File: src/rtl/pipeline_defs.sv
// Shared pipeline definitions: widths, write-back select and load func3 codes.
// Also holds the W-stage register bundle used by the writer side of the regfile.
package pipeline_defs;
  localparam int XLEN   = 64;
  localparam int REG_AW = 5;

  localparam logic [1:0] WB_SEL_VALE = 2'b00;
  localparam logic [1:0] WB_SEL_VALM = 2'b01;
  localparam logic [1:0] WB_SEL_VALP = 2'b10;

  localparam logic [2:0] F3_LB  = 3'b000;
  localparam logic [2:0] F3_LH  = 3'b001;
  localparam logic [2:0] F3_LW  = 3'b010;
  localparam logic [2:0] F3_LD  = 3'b011;
  localparam logic [2:0] F3_LBU = 3'b100;
  localparam logic [2:0] F3_LHU = 3'b101;
  localparam logic [2:0] F3_LWU = 3'b110;

  typedef struct packed {
    logic              valid;
    logic [XLEN-1:0]   pc;
    logic [XLEN-1:0]   valE;
    logic [XLEN-1:0]   valM;
    logic [REG_AW-1:0] rd;
    logic              wen;
    logic [1:0]        sel;
    logic [2:0]        func3;
  } w_reg_t;

  localparam w_reg_t W_NOP = '0;
endpackage

File: src/rtl/write_back_stage_if.sv
// M-to-W bundle, W register fields and regfile write port.
// instret is present only when WB_INSTRET_EN is defined.
interface write_back_stage_if;
  import pipeline_defs::*;

  logic              regW_i_stall;
  logic              regW_i_bubble;
  logic              memory_i_valid;
  logic [XLEN-1:0]   memory_i_pc;
  logic [XLEN-1:0]   memory_i_valE;
  logic [XLEN-1:0]   memory_i_valM;
  logic [REG_AW-1:0] memory_i_wb_rd;
  logic              memory_i_wb_reg_wen;
  logic [1:0]        memory_i_wb_valD_sel;
  logic [2:0]        memory_i_load_func3;

  logic              regW_o_valid;
  logic [XLEN-1:0]   regW_o_pc;
  logic [XLEN-1:0]   regW_o_valE;
  logic [XLEN-1:0]   regW_o_valM;
  logic [REG_AW-1:0] regW_o_wb_rd;
  logic              regW_o_wb_reg_wen;
  logic [1:0]        regW_o_wb_valD_sel;

  logic              write_back_o_reg_wen;
  logic [REG_AW-1:0] write_back_o_reg_rd;
  logic [XLEN-1:0]   write_back_o_reg_data;
`ifdef WB_INSTRET_EN
  logic [63:0]       write_back_o_instret;
`endif

  modport master (
    output regW_i_stall, regW_i_bubble,
    output memory_i_valid, memory_i_pc,
    output memory_i_valE, memory_i_valM,
    output memory_i_wb_rd, memory_i_wb_reg_wen,
    output memory_i_wb_valD_sel,
    output memory_i_load_func3,
    input  regW_o_valid, regW_o_pc,
    input  regW_o_valE, regW_o_valM,
    input  regW_o_wb_rd, regW_o_wb_reg_wen,
    input  regW_o_wb_valD_sel,
    input  write_back_o_reg_wen,
    input  write_back_o_reg_rd,
`ifdef WB_INSTRET_EN
    input  write_back_o_instret,
`endif
    input  write_back_o_reg_data
  );

  modport slave (
    input  regW_i_stall, regW_i_bubble,
    input  memory_i_valid, memory_i_pc,
    input  memory_i_valE, memory_i_valM,
    input  memory_i_wb_rd, memory_i_wb_reg_wen,
    input  memory_i_wb_valD_sel,
    input  memory_i_load_func3,
    output regW_o_valid, regW_o_pc,
    output regW_o_valE, regW_o_valM,
    output regW_o_wb_rd, regW_o_wb_reg_wen,
    output regW_o_wb_valD_sel,
    output write_back_o_reg_wen,
    output write_back_o_reg_rd,
`ifdef WB_INSTRET_EN
    output write_back_o_instret,
`endif
    output write_back_o_reg_data
  );
endinterface

File: src/rtl/load_extend.sv
// Lane select and sign/zero extension of an aligned load doubleword.
// Misaligned low offset bits are dropped by rounding the lane down.
module load_extend
  import pipeline_defs::*;
(
  input  logic [XLEN-1:0] raw_i,
  input  logic [2:0]      off_i,
  input  logic [2:0]      func3_i,
  output logic [XLEN-1:0] data_o
);
  logic [7:0]  b;
  logic [15:0] h;
  logic [31:0] w;

  always_comb begin
    b = raw_i[{off_i, 3'b000} +: 8];
    h = raw_i[{off_i[2:1], 4'b0000} +: 16];
    w = raw_i[{off_i[2], 5'b00000} +: 32];
    data_o = raw_i;
    unique case (func3_i)
      F3_LB:   data_o = {{56{b[7]}}, b};
      F3_LBU:  data_o = {56'd0, b};
      F3_LH:   data_o = {{48{h[15]}}, h};
      F3_LHU:  data_o = {48'd0, h};
      F3_LW:   data_o = {{32{w[31]}}, w};
      F3_LWU:  data_o = {32'd0, w};
      default: data_o = raw_i;
    endcase
  end
endmodule

File: src/rtl/write_back_stage.sv
// W pipeline register and regfile write port of the RV64I pipeline.
// Define WB_INSTRET_EN to add the retired-instruction counter.
module write_back_stage
  import pipeline_defs::*;
(
  input  logic clk,
  input  logic rst,
  write_back_stage_if.slave wb
);
  w_reg_t          w_q, w_d;
  logic [XLEN-1:0] valM_ext;
  logic [XLEN-1:0] data;

  always_comb begin
    w_d = w_q;
    if (wb.regW_i_bubble) begin
      w_d = W_NOP;
    end else if (!wb.regW_i_stall) begin
      w_d.valid = wb.memory_i_valid;
      w_d.pc    = wb.memory_i_pc;
      w_d.valE  = wb.memory_i_valE;
      w_d.valM  = wb.memory_i_valM;
      w_d.rd    = wb.memory_i_wb_rd;
      w_d.wen   = wb.memory_i_wb_reg_wen;
      w_d.sel   = wb.memory_i_wb_valD_sel;
      w_d.func3 = wb.memory_i_load_func3;
    end
  end

  always_ff @(posedge clk or posedge rst) begin
    if (rst) w_q <= W_NOP;
    else     w_q <= w_d;
  end

  load_extend u_ext (
    .raw_i   (w_q.valM),
    .off_i   (w_q.valE[2:0]),
    .func3_i (w_q.func3),
    .data_o  (valM_ext)
  );

  always_comb begin
    data = '0;
    unique case (w_q.sel)
      WB_SEL_VALE: data = w_q.valE;
      WB_SEL_VALM: data = valM_ext;
      WB_SEL_VALP: data = w_q.pc + 64'd4;
      default:     data = '0;
    endcase
  end

  assign wb.regW_o_valid       = w_q.valid;
  assign wb.regW_o_pc          = w_q.pc;
  assign wb.regW_o_valE        = w_q.valE;
  assign wb.regW_o_valM        = valM_ext;
  assign wb.regW_o_wb_rd       = w_q.rd;
  assign wb.regW_o_wb_reg_wen  = w_q.wen;
  assign wb.regW_o_wb_valD_sel = w_q.sel;

  // x0 is hard-wired zero, so a write to it is suppressed here
  assign wb.write_back_o_reg_wen  = w_q.valid & w_q.wen & (|w_q.rd);
  assign wb.write_back_o_reg_rd   = w_q.rd;
  assign wb.write_back_o_reg_data = data;

`ifdef WB_INSTRET_EN
  logic [63:0] instret_q, instret_d;
  logic        retire;

  assign retire    = w_q.valid & (wb.regW_i_bubble | ~wb.regW_i_stall);
  assign instret_d = instret_q + {63'd0, retire};

  always_ff @(posedge clk or posedge rst) begin
    if (rst) instret_q <= '0;
    else     instret_q <= instret_d;
  end

  assign wb.write_back_o_instret = instret_q;
`endif
endmodule

File: src/flat_wrapper.sv
// flat-port wrapper written by rule: the top's interface ports become plain ports
module write_back_stage_flat import pipeline_defs::*;
  (clk, rst, wb_regW_i_stall, wb_regW_i_bubble, wb_memory_i_valid, wb_memory_i_pc, wb_memory_i_valE, wb_memory_i_valM, wb_memory_i_wb_rd, wb_memory_i_wb_reg_wen, wb_memory_i_wb_valD_sel, wb_memory_i_load_func3, wb_regW_o_valid, wb_regW_o_pc, wb_regW_o_valE, wb_regW_o_valM, wb_regW_o_wb_rd, wb_regW_o_wb_reg_wen, wb_regW_o_wb_valD_sel, wb_write_back_o_reg_wen, wb_write_back_o_reg_rd, wb_write_back_o_reg_data);
  write_back_stage_if wb_i ();
  input  logic clk;
  input  logic rst;
  input wire logic [$bits(wb_i.regW_i_stall)-1:0] wb_regW_i_stall;
  input wire logic [$bits(wb_i.regW_i_bubble)-1:0] wb_regW_i_bubble;
  input wire logic [$bits(wb_i.memory_i_valid)-1:0] wb_memory_i_valid;
  input wire logic [$bits(wb_i.memory_i_pc)-1:0] wb_memory_i_pc;
  input wire logic [$bits(wb_i.memory_i_valE)-1:0] wb_memory_i_valE;
  input wire logic [$bits(wb_i.memory_i_valM)-1:0] wb_memory_i_valM;
  input wire logic [$bits(wb_i.memory_i_wb_rd)-1:0] wb_memory_i_wb_rd;
  input wire logic [$bits(wb_i.memory_i_wb_reg_wen)-1:0] wb_memory_i_wb_reg_wen;
  input wire logic [$bits(wb_i.memory_i_wb_valD_sel)-1:0] wb_memory_i_wb_valD_sel;
  input wire logic [$bits(wb_i.memory_i_load_func3)-1:0] wb_memory_i_load_func3;
  output wire logic [$bits(wb_i.regW_o_valid)-1:0] wb_regW_o_valid;
  output wire logic [$bits(wb_i.regW_o_pc)-1:0] wb_regW_o_pc;
  output wire logic [$bits(wb_i.regW_o_valE)-1:0] wb_regW_o_valE;
  output wire logic [$bits(wb_i.regW_o_valM)-1:0] wb_regW_o_valM;
  output wire logic [$bits(wb_i.regW_o_wb_rd)-1:0] wb_regW_o_wb_rd;
  output wire logic [$bits(wb_i.regW_o_wb_reg_wen)-1:0] wb_regW_o_wb_reg_wen;
  output wire logic [$bits(wb_i.regW_o_wb_valD_sel)-1:0] wb_regW_o_wb_valD_sel;
  output wire logic [$bits(wb_i.write_back_o_reg_wen)-1:0] wb_write_back_o_reg_wen;
  output wire logic [$bits(wb_i.write_back_o_reg_rd)-1:0] wb_write_back_o_reg_rd;
  output wire logic [$bits(wb_i.write_back_o_reg_data)-1:0] wb_write_back_o_reg_data;
  assign wb_i.regW_i_stall = wb_regW_i_stall;
  assign wb_i.regW_i_bubble = wb_regW_i_bubble;
  assign wb_i.memory_i_valid = wb_memory_i_valid;
  assign wb_i.memory_i_pc = wb_memory_i_pc;
  assign wb_i.memory_i_valE = wb_memory_i_valE;
  assign wb_i.memory_i_valM = wb_memory_i_valM;
  assign wb_i.memory_i_wb_rd = wb_memory_i_wb_rd;
  assign wb_i.memory_i_wb_reg_wen = wb_memory_i_wb_reg_wen;
  assign wb_i.memory_i_wb_valD_sel = wb_memory_i_wb_valD_sel;
  assign wb_i.memory_i_load_func3 = wb_memory_i_load_func3;
  assign wb_regW_o_valid = wb_i.regW_o_valid;
  assign wb_regW_o_pc = wb_i.regW_o_pc;
  assign wb_regW_o_valE = wb_i.regW_o_valE;
  assign wb_regW_o_valM = wb_i.regW_o_valM;
  assign wb_regW_o_wb_rd = wb_i.regW_o_wb_rd;
  assign wb_regW_o_wb_reg_wen = wb_i.regW_o_wb_reg_wen;
  assign wb_regW_o_wb_valD_sel = wb_i.regW_o_wb_valD_sel;
  assign wb_write_back_o_reg_wen = wb_i.write_back_o_reg_wen;
  assign wb_write_back_o_reg_rd = wb_i.write_back_o_reg_rd;
  assign wb_write_back_o_reg_data = wb_i.write_back_o_reg_data;
  write_back_stage u_core (.clk(clk), .rst(rst), .wb(wb_i));
endmodule
File: config.mk
export PLATFORM = sky130hd
export DESIGN_NAME = write_back_stage_flat
export DESIGN_NICKNAME = d
export VERILOG_FILES = /design/src/rtl/pipeline_defs.sv /design/src/rtl/write_back_stage_if.sv /design/src/rtl/load_extend.sv /design/src/rtl/write_back_stage.sv /design/src/flat_wrapper.sv
export SDC_FILE = /design/constraint.sdc
export NUM_CORES = 1
export LEC_CHECK = 0
export BUFFER_PORTS_ARGS = -buffer_cell sky130_fd_sc_hd__buf_2
export CAP_MARGIN = 25
export CORE_MARGIN = 10
export CORE_UTILIZATION = 35
export DETAILED_ROUTE_END_ITERATION = 12
export PLACE_DENSITY = 0.63
export SLEW_MARGIN = 15
export SYNTH_ARGS = -nofsm -noshare
export SYNTH_HDL_FRONTEND = slang
export SYNTH_SLANG_ARGS = --single-unit
export TNS_END_PERCENT = 5
File: constraint.sdc
create_clock -name clk -period 5.8 [get_ports clk]
set_input_delay 0.29 -clock clk [delete_from_list [all_inputs] [get_ports clk]]
set_output_delay 0.29 -clock clk [all_outputs]
set_load 0.1 [all_outputs]
==> impl_results.md, run 1 <==
* Status: complete, no violations
* Power per cell area at 311 mW/mm^2
* Slew HR at 33.5%
* Vias after detailed routing at 13400
* P_leak at 8.94 nW
* Setup TNS at 0 ns
* Largest net degree at the start of global routing at 120
* Async SR Flop Fraction at 100%
* Hold path depth at 3
* Number of diodes at 0
* Core area at 0.0355 sq mm
* Post-CTS Resized at 0
* Worst setup EP type: output port
* Synthesized flop and latch total at 204
* Worst EP required at 5.51 ns
* Starting Density at 35.4%
* Reg2reg start: u_core.wb.regW_o_valE[2]
* Area growth from synthesis to layout at 40.5%
* Gr usage total at 27.4%
* Skew final at 0 ns
* Global-route wire length before repair at 92.2 mm
* Worst-margin pin slew at 0.993 ns
* Crit path max fanout at 22
* Sw frac at 47.3%
* DR iter-0 viols at 1362
* Vias in the first global route at 13500
* Worst hold path startpoint: wb_memory_i_valE[52]
* Initial antenna violation count at 3
* Synth cell types at 62
* FP Rows at 69
* # Max-Cap Violations at 0
* Fin cells at 2419
* Cell repeated most along the worst path: nand3_1
* Worst Setup Start Kind: flop
* Post-synthesis sequential area ratio at 40.6%
* Kind of critical path: reg -> out
* Clock Latency Late Sink at 0.52 ns
* Layout cells sized above 1 at 30.2%
* Clock Sinks at 204
* Remaining antenna violation count at 0
* Die Wd at 210 microns
* Top FF cell, synth: dfrtp_1
* Overflow after GRT at 0
* Final nets at 2149
* Most frequent cell after synthesis: nor2_1
* Vias per cell at 5.52
* CTS Buffer Depth at 3
* CTS tree: yes
* Synth Instances at 1374
* Hold Path Class: in -> reg
* Final count of negative-setup-slack endpoints at 0
* Syn nets at 1583
* RSZ-0062 raised after global routing: no
* I/O Buffers at 478
* Yosys warns at 0
* Post-synth top area share at 40.6%
* Placed cells at 2218
* Register share of total power at 30.3%
* Final period util at 79.4%
* Peak supply drop at 0.292 mV
* Crit path DAT at 4.32 ns
* Post-CTS setup buffers at 0
* Area leader, netlist: dfrtp_1
* Pint at 2.90 mW
* Synth cell count leaders: nor2_1 (345), mux2i_1 (225), dfrtp_1 (204), clkbuf_1 (81), nand2_1 (72)
* Hold EP: u_core.wb.regW_o_valE[52]
* Worst-path clk slew at 0.06 ns
* CP max stage delay at 0.91 ns
* TritonCTS Buffers at 24
* Syn Std Cell Area at 0.0126 sq mm
* Initial DRT Pass Iterations at 6
* Crit path time final at 4.61 ns
* Fin. Hold Viols at 0
* Fmax at 217 MHz
* H-Tree Depth at 1
* I/O pin cnt at 479
* Area contributors post-synth: dfrtp_1 (41%), mux2i_1 (18%), nor2_1 (10%), mux4_2 (2.7%), o21ai_0 (2.5%)
* Per-cell routed wire length at 26.3 microns
* Critical path's slowest cell: dfrtp_1
* Combinational Power Share at 40.9%
* Post-DP HPWL at 47.6 mm
* GPL Wtd Cong at 0.956
* Root buffer cell: clkbuf_16
* Post-synth EDFFs at 0
* Fillcell total at 3363
* CP cell instances: inv_1, nand3_1, nand3_1, a21oi_2, o21ai_0, o211ai_1, buf_2
* Remaining DRCs at 0
* Net Sw Power at 2.60 mW
* Synth Area per Inst at 9.15 sq um
* Worst R2R Path Depth at 3
* Chip height at 210 microns
* R2R Path End: u_core.wb.regW_o_valE[2]
* Clock share of power at 28.7%
* Die area at 0.0439 sq mm
* WL final at 63.5 mm
* Final Max Tran Viols at 0
* FF-to-FF setup slack at 4.14 ns
==> cell usage in the layout (no fill, tap or decap), types with 7 or more instances in the layout <==
cell	n
mux4_2	15
clkbuf_16	25
nor3_1	19
nor4_1	8
dlygate4sd3_1	157
xnor2_1	36
a222oi_1	7
and3_1	7
o21ai_1	7
mux2i_1	225
nand4_1	27
mux2_2	23
nand3_1	32
o221ai_1	13
a21oi_1	23
a21o_1	15
clkinv_2	7
o21ai_0	59
o211ai_1	16
buf_4	12
dfrtp_1	202
xor2_1	21
buf_2	476
nand2_1	71
a211oi_1	17
nor2_1	344
==> timing repair <==
action | in CTS | in global routing
endpoints found under the setup margin | 0 | 0
hold endpoints to repair | 178 | 0
hold buffers | 157 | 0
==> kinds of logic (layout without fill, tap and decap cells) <==
group	count (synthesis)	in the layout	share of synthesized area, %
adders and majority gates	1	1	0.0995
buffers and inverters	117	701	3.80
muxes	263	263	22.7
AOI/OAI and AO/OA	189	189	10.0
DFF	204	204	40.6
and+or+nand+nor	543	543	18.9
xor gates and xnor gates	57	57	3.97
==> flip-flops by register name, summed over array words and instances (netlist names) <==
name / cells
u_core.wb.regW_o_pc: 64
u_core.wb.regW_o_wb_rd: 5
u_core.wb.regW_o_wb_valD_sel: 2
u_core.w_q: 67
u_core.wb.regW_o_wb_reg_wen: 1
u_core.wb.regW_o_valid: 1
u_core.wb.regW_o_valE: 64
==> worst max-delay path, delay by kind of cell, from the launching register on <==
kind	cells	cell delay (ns)
AOI/OAI and AO/OA	3	1.23
and+or+nand+nor	2	0.55
DFF	1	0.91
buffers and inverters	2	1.06
==> routing by layer <==
layer / part of all wire [%] / routed length [microns] / track usage [%] / up-vias
li1: - / - / - / 5969
met1: 41 / 25900 / 35.0 / 6524
met2: 47 / 30000 / 45.2 / 709
met3: 8.4 / 5360 / 6.03 / 144
met4: 3.5 / 2210 / 8.36 / 4
met5: 0.057 / 36 / 0 / -
==> stage by stage <==
| step | power (mW) | hold WS [ns] | utilization, % | area, sq um | setup slack [ns] |
|---|---|---|---|---|---|
| detailed placement | 3.85 | 0.392 | 43.1 | 15300 | 1.92 |
| CTS | 5.53 | 0.000688 | 49.8 | 17700 | 1.34 |
| global route | 5.66 | 0.0225 | 49.8 | 17700 | 1.06 |
| global placement | 3.84 | 0.392 | 43.0 | 15300 | 1.76 |
| floorplan | 3.34 | 0.443 | - | 12600 | 0.141 |
| finish | 5.50 | 0.0205 | 49.8 | 17700 | 1.19 |
==> worst max-delay path by stage <==
stage / startpoint / to / slack [ns]
finish: u_core.wb.regW_o_valE[2] / wb_write_back_o_reg_data[46] / 1.19
global route: u_core.wb.regW_o_valE[2] / wb_write_back_o_reg_data[56] / 1.06
CTS: u_core.wb.regW_o_valE[2] / wb_write_back_o_reg_data[46] / 1.34
detailed placement: u_core.wb.regW_o_valE[2] / wb_write_back_o_reg_data[46] / 1.92
global placement: u_core.wb.regW_o_valE[1] / wb_write_back_o_reg_data[30] / 1.76
floorplan: u_core.wb.regW_o_valE[0] / wb_write_back_o_reg_data[2] / 0.14
==> power by group through the flow <==
| stage | sequential [mW] | clock, mW | combinational, mW |
|---|---|---|---|
| after floorplan | 2.00 | 0 | 1.34 |
| after global placement | 1.69 | 0 | 2.15 |
| after detailed placement | 1.69 | 0 | 2.16 |
| after CTS | 1.66 | 1.62 | 2.25 |
| final | 1.67 | 1.58 | 2.25 |
| after global routing | 1.68 | 1.66 | 2.32 |
==> layout make-up <==
cell class	instances	area (sq um)	share of cell area [%]
inverter	7	30.0	0.170
clock inverter	11	133	0.750
sequential	204	5110	28.9
clock buffer	33	676	3.82
timing repair buffer	650	4140	23.4
multi-input combinational	1053	7010	39.7
tap	461	577	3.26
Note: power is estimated with default switching activity, not from simulation.
==> run 2, diff against run 1 <==
==> constraint.sdc (replaced) <==
create_clock -name clk -period 3.82 [get_ports clk]
set_input_delay 0.191 -clock clk [delete_from_list [all_inputs] [get_ports clk]]
set_output_delay 0.191 -clock clk [all_outputs]
set_load 0.1 [all_outputs]
==> run 2 against run 1 <==
Net effect:
- hold slack better by 0.13 ns
- flip-flop and latch count unchanged
- power up 57%
- utilization up 4.4 points
- wire length up 2.5%
- clock-buffer cell count up 4
- via count up 4.4%
- first-iteration DRC count down 8.4%
- cell area up 8.7%
==> impl_results.md, run 2 (same netlist as run 1, synthesis figures left out) <==
* Status: complete, no violations
* GPL Wtd Cong at 0.924 (-3.4%)
* Hold WS at 0.153 ns (+0.132 ns)
* I/O pin cnt at 479 (unchanged)
* Vias in the first global route at 14100 (+4.2%)
* RSZ-0062 raised after global routing: no
* Starting Density at 35.4% (unchanged)
* Slew HR at 36.1% (+2.6 points)
* Kind of critical path: reg -> out
* Fin. Hold Viols at 0 (unchanged)
* Vias per cell at 5.60 (+1.4%)
* H-Tree Depth at 1 (unchanged)
* Worst Setup Start Kind: flop
* Worst-margin pin slew at 0.950 ns (-0.0436 ns)
* Remaining antenna violation count at 0 (unchanged)
* Place WS at 0.741 ns (-1.18 ns)
* Net Sw Power at 4.03 mW (+55%)
* Area growth from synthesis to layout at 52.8%
* Worst-path clk slew at 0.06 ns (about the same)
* Peak supply drop at 0.421 mV (+44%)
* TritonCTS Buffers at 24 (unchanged)
* Final count of negative-setup-slack endpoints at 0 (unchanged)
* Register share of total power at 29.1% (-1.2 points)
* Commonest non-fill, non-tap cell in the layout: buf_2
* Power per cell area at 448 mW/mm^2 (+44%)
* Die Wd at 210 microns (unchanged)
* Layout cells sized above 1 at 30.4% (+0.22 points)
* Initial antenna violation count at 7 (+4)
* Final WS setup at 0.156 ns (-1.04 ns)
* Max FFs per register at 67 (unchanged)
* Final nets at 2218 (+3.2%)
* Overflow after GRT at 0 (unchanged)
* Crit path DAT at 3.47 ns (-0.85 ns)
* # Max-Cap Violations at 0 (unchanged)
* Fin cells at 2490 (+2.9%)
* Leading cell types in the layout, fill and taps excluded: buf_2 (416), nor2_1 (344), mux2i_1 (225), dlygate4sd3_1 (205), dfrtp_1 (202)
* P_leak at 9.48 nW (+6.0%)
* Sw frac at 46.8% (-0.51 points)
* Hold Path Class: in -> reg
* Gr usage total at 28.2% (+0.85 points)
* Crit path time final at 3.66 ns
* Core area at 0.0355 sq mm (unchanged)
* Fmax at 273 MHz
* DR iter-0 viols at 1247 (-8.4%)
* Remaining DRCs at 0 (unchanged)
* Area occupied by multi-input gates at 0.00708 sq mm (+1.0%)
* Skew final at 0 ns (unchanged)
* Final period util at 95.9%
* Placed cell area at 0.0164 sq mm (+7.1%)
* Placed cells at 2239 (+0.95%)
* WL final at 65.2 mm (+2.5%)
* Combinational Power Share at 44.1% (+3.2 points)
* FP Rows at 69 (unchanged)
* Per-cell routed wire length at 26.2 microns (-0.37%)
* Post-DP HPWL at 48.0 mm (+0.93%)
* Setup TNS at 0 ns (unchanged)
* Storage cell area at 0.00511 sq mm (unchanged)
* Clock Latency Late Sink at 0.53 ns (about the same)
* Worst setup EP type: output port
* Worst EP required at 3.63 ns (-1.88 ns)
* Pint at 4.58 mW (+58%)
* Fillcell total at 3155 (-6.2%)
* Vias after detailed routing at 13900 (+4.4%)
* Crit path max fanout at 5 (-77%)
* Root buffer cell: clkbuf_16
* Clock share of power at 26.8% (-1.9 points)
* Chip height at 210 microns (unchanged)
* Clock Sinks at 204 (unchanged)
* CTS Buffer Depth at 3 (unchanged)
* Global-route wire length before repair at 94.8 mm (+2.8%)
* Largest net degree at the start of global routing at 110 (-8.3%)
* I/O Buffers at 478 (unchanged)
* Post-CTS setup buffers at 0 (unchanged)
* Final Max Tran Viols at 0 (unchanged)
* Biggest register: u_core.w_q
* CTS tree: yes
* Die area at 0.0439 sq mm (unchanged)
* Initial DRT Pass Iterations at 8 (+2)
* Final Cell Area at 0.0192 sq mm (+8.7%)
[run 2: cell count changes in the layout (fill, tap and decap cells not counted), moves of 3 or more]
cell | previous run | this run
buf_12 | 2 | 61
buf_2 | 476 | 416
buf_4 | 12 | 35
clkinv_2 | 7 | 4
diode_2 | 0 | 3
dlygate4sd3_1 | 157 | 205
o21ai_0 | 59 | 55
o21ai_1 | 7 | 3
o21ai_2 | 0 | 4
o21ai_4 | 0 | 4
[run 2: timing repair]
| action | CTS | global route |
|---|---|---|
| resized for setup | 0 | 3 |
| hold buffers | 205 | 0 |
| endpoints found under the setup margin | 0 | 18 |
| hold endpoints to repair | 408 | 0 |
[run 2: power by group through the flow]
stage,combinational [mW],clock (mW),sequential (mW)
after global placement,3.60,0,2.53
final,3.80,2.31,2.51
after global routing,3.91,2.42,2.52
after CTS,3.79,2.36,2.50
after floorplan,2.05,0,3.03
after detailed placement,3.61,0,2.53
[run 2: final cells by class]
class                      count  share of cell area [%]
timing repair buffer         719                    29.4
sequential                   204                    26.6
tap                          461                    3.00
inverter                       7                   0.156
clock buffer                  37                    3.70
antenna                        3                  0.0391
clock inverter                 6                   0.299
multi-input combinational   1053                    36.9
[run 2: routing by layer]
metal / GRT usage [%] / share of wire [%]
met1: 34.3 / 39
met2: 45.2 / 46
met3: 8.63 / 9.5
met4: 12.7 / 5.1
met5: 0 / 0.086
[run 2: final timing paths]
path / from / endpoint / slack (ns) / cells after the start
setup / recovery: u_core.wb.regW_o_pc[2] / wb_write_back_o_reg_data[26] / 0.16 / 8
setup reg to reg: u_core.wb.regW_o_wb_valD_sel[0] / u_core.wb.regW_o_wb_valD_sel[0] / 2.69 / 3
min in group asynchronous: rst / u_core.wb.regW_o_valE[42] / 0.37 / 4
hold reg to reg: u_core.wb.regW_o_valE[16] / u_core.wb.regW_o_valE[16] / 0.56 / 2
max in group asynchronous: rst / u_core.wb.regW_o_pc[14] / 2.85 / 4
hold / removal: wb_regW_i_bubble / u_core.wb.regW_o_pc[31] / 0.15 / 2
[run 2: critical path, stage by stage, from the launching register on]
cell,delay [ns]
dfrtp_1,0.46
ha_1,0.29
nand2_1,0.14
nor4_1,0.84
nand4_1,0.20
xor2_1,0.18
a211oi_1,0.46
a21o_1,0.18
buf_12,0.18
[run 2: metrics by stage]
stage | power (mW) | utilization [%]
5_1_grt | 8.85 | 54.1
3_5_place_dp | 6.15 | 46.1
4_1_cts | 8.65 | 54.1
6_report | 8.61 | 54.2
2_1_floorplan | 5.08 | -
3_3_place_gp | 6.13 | 46.1
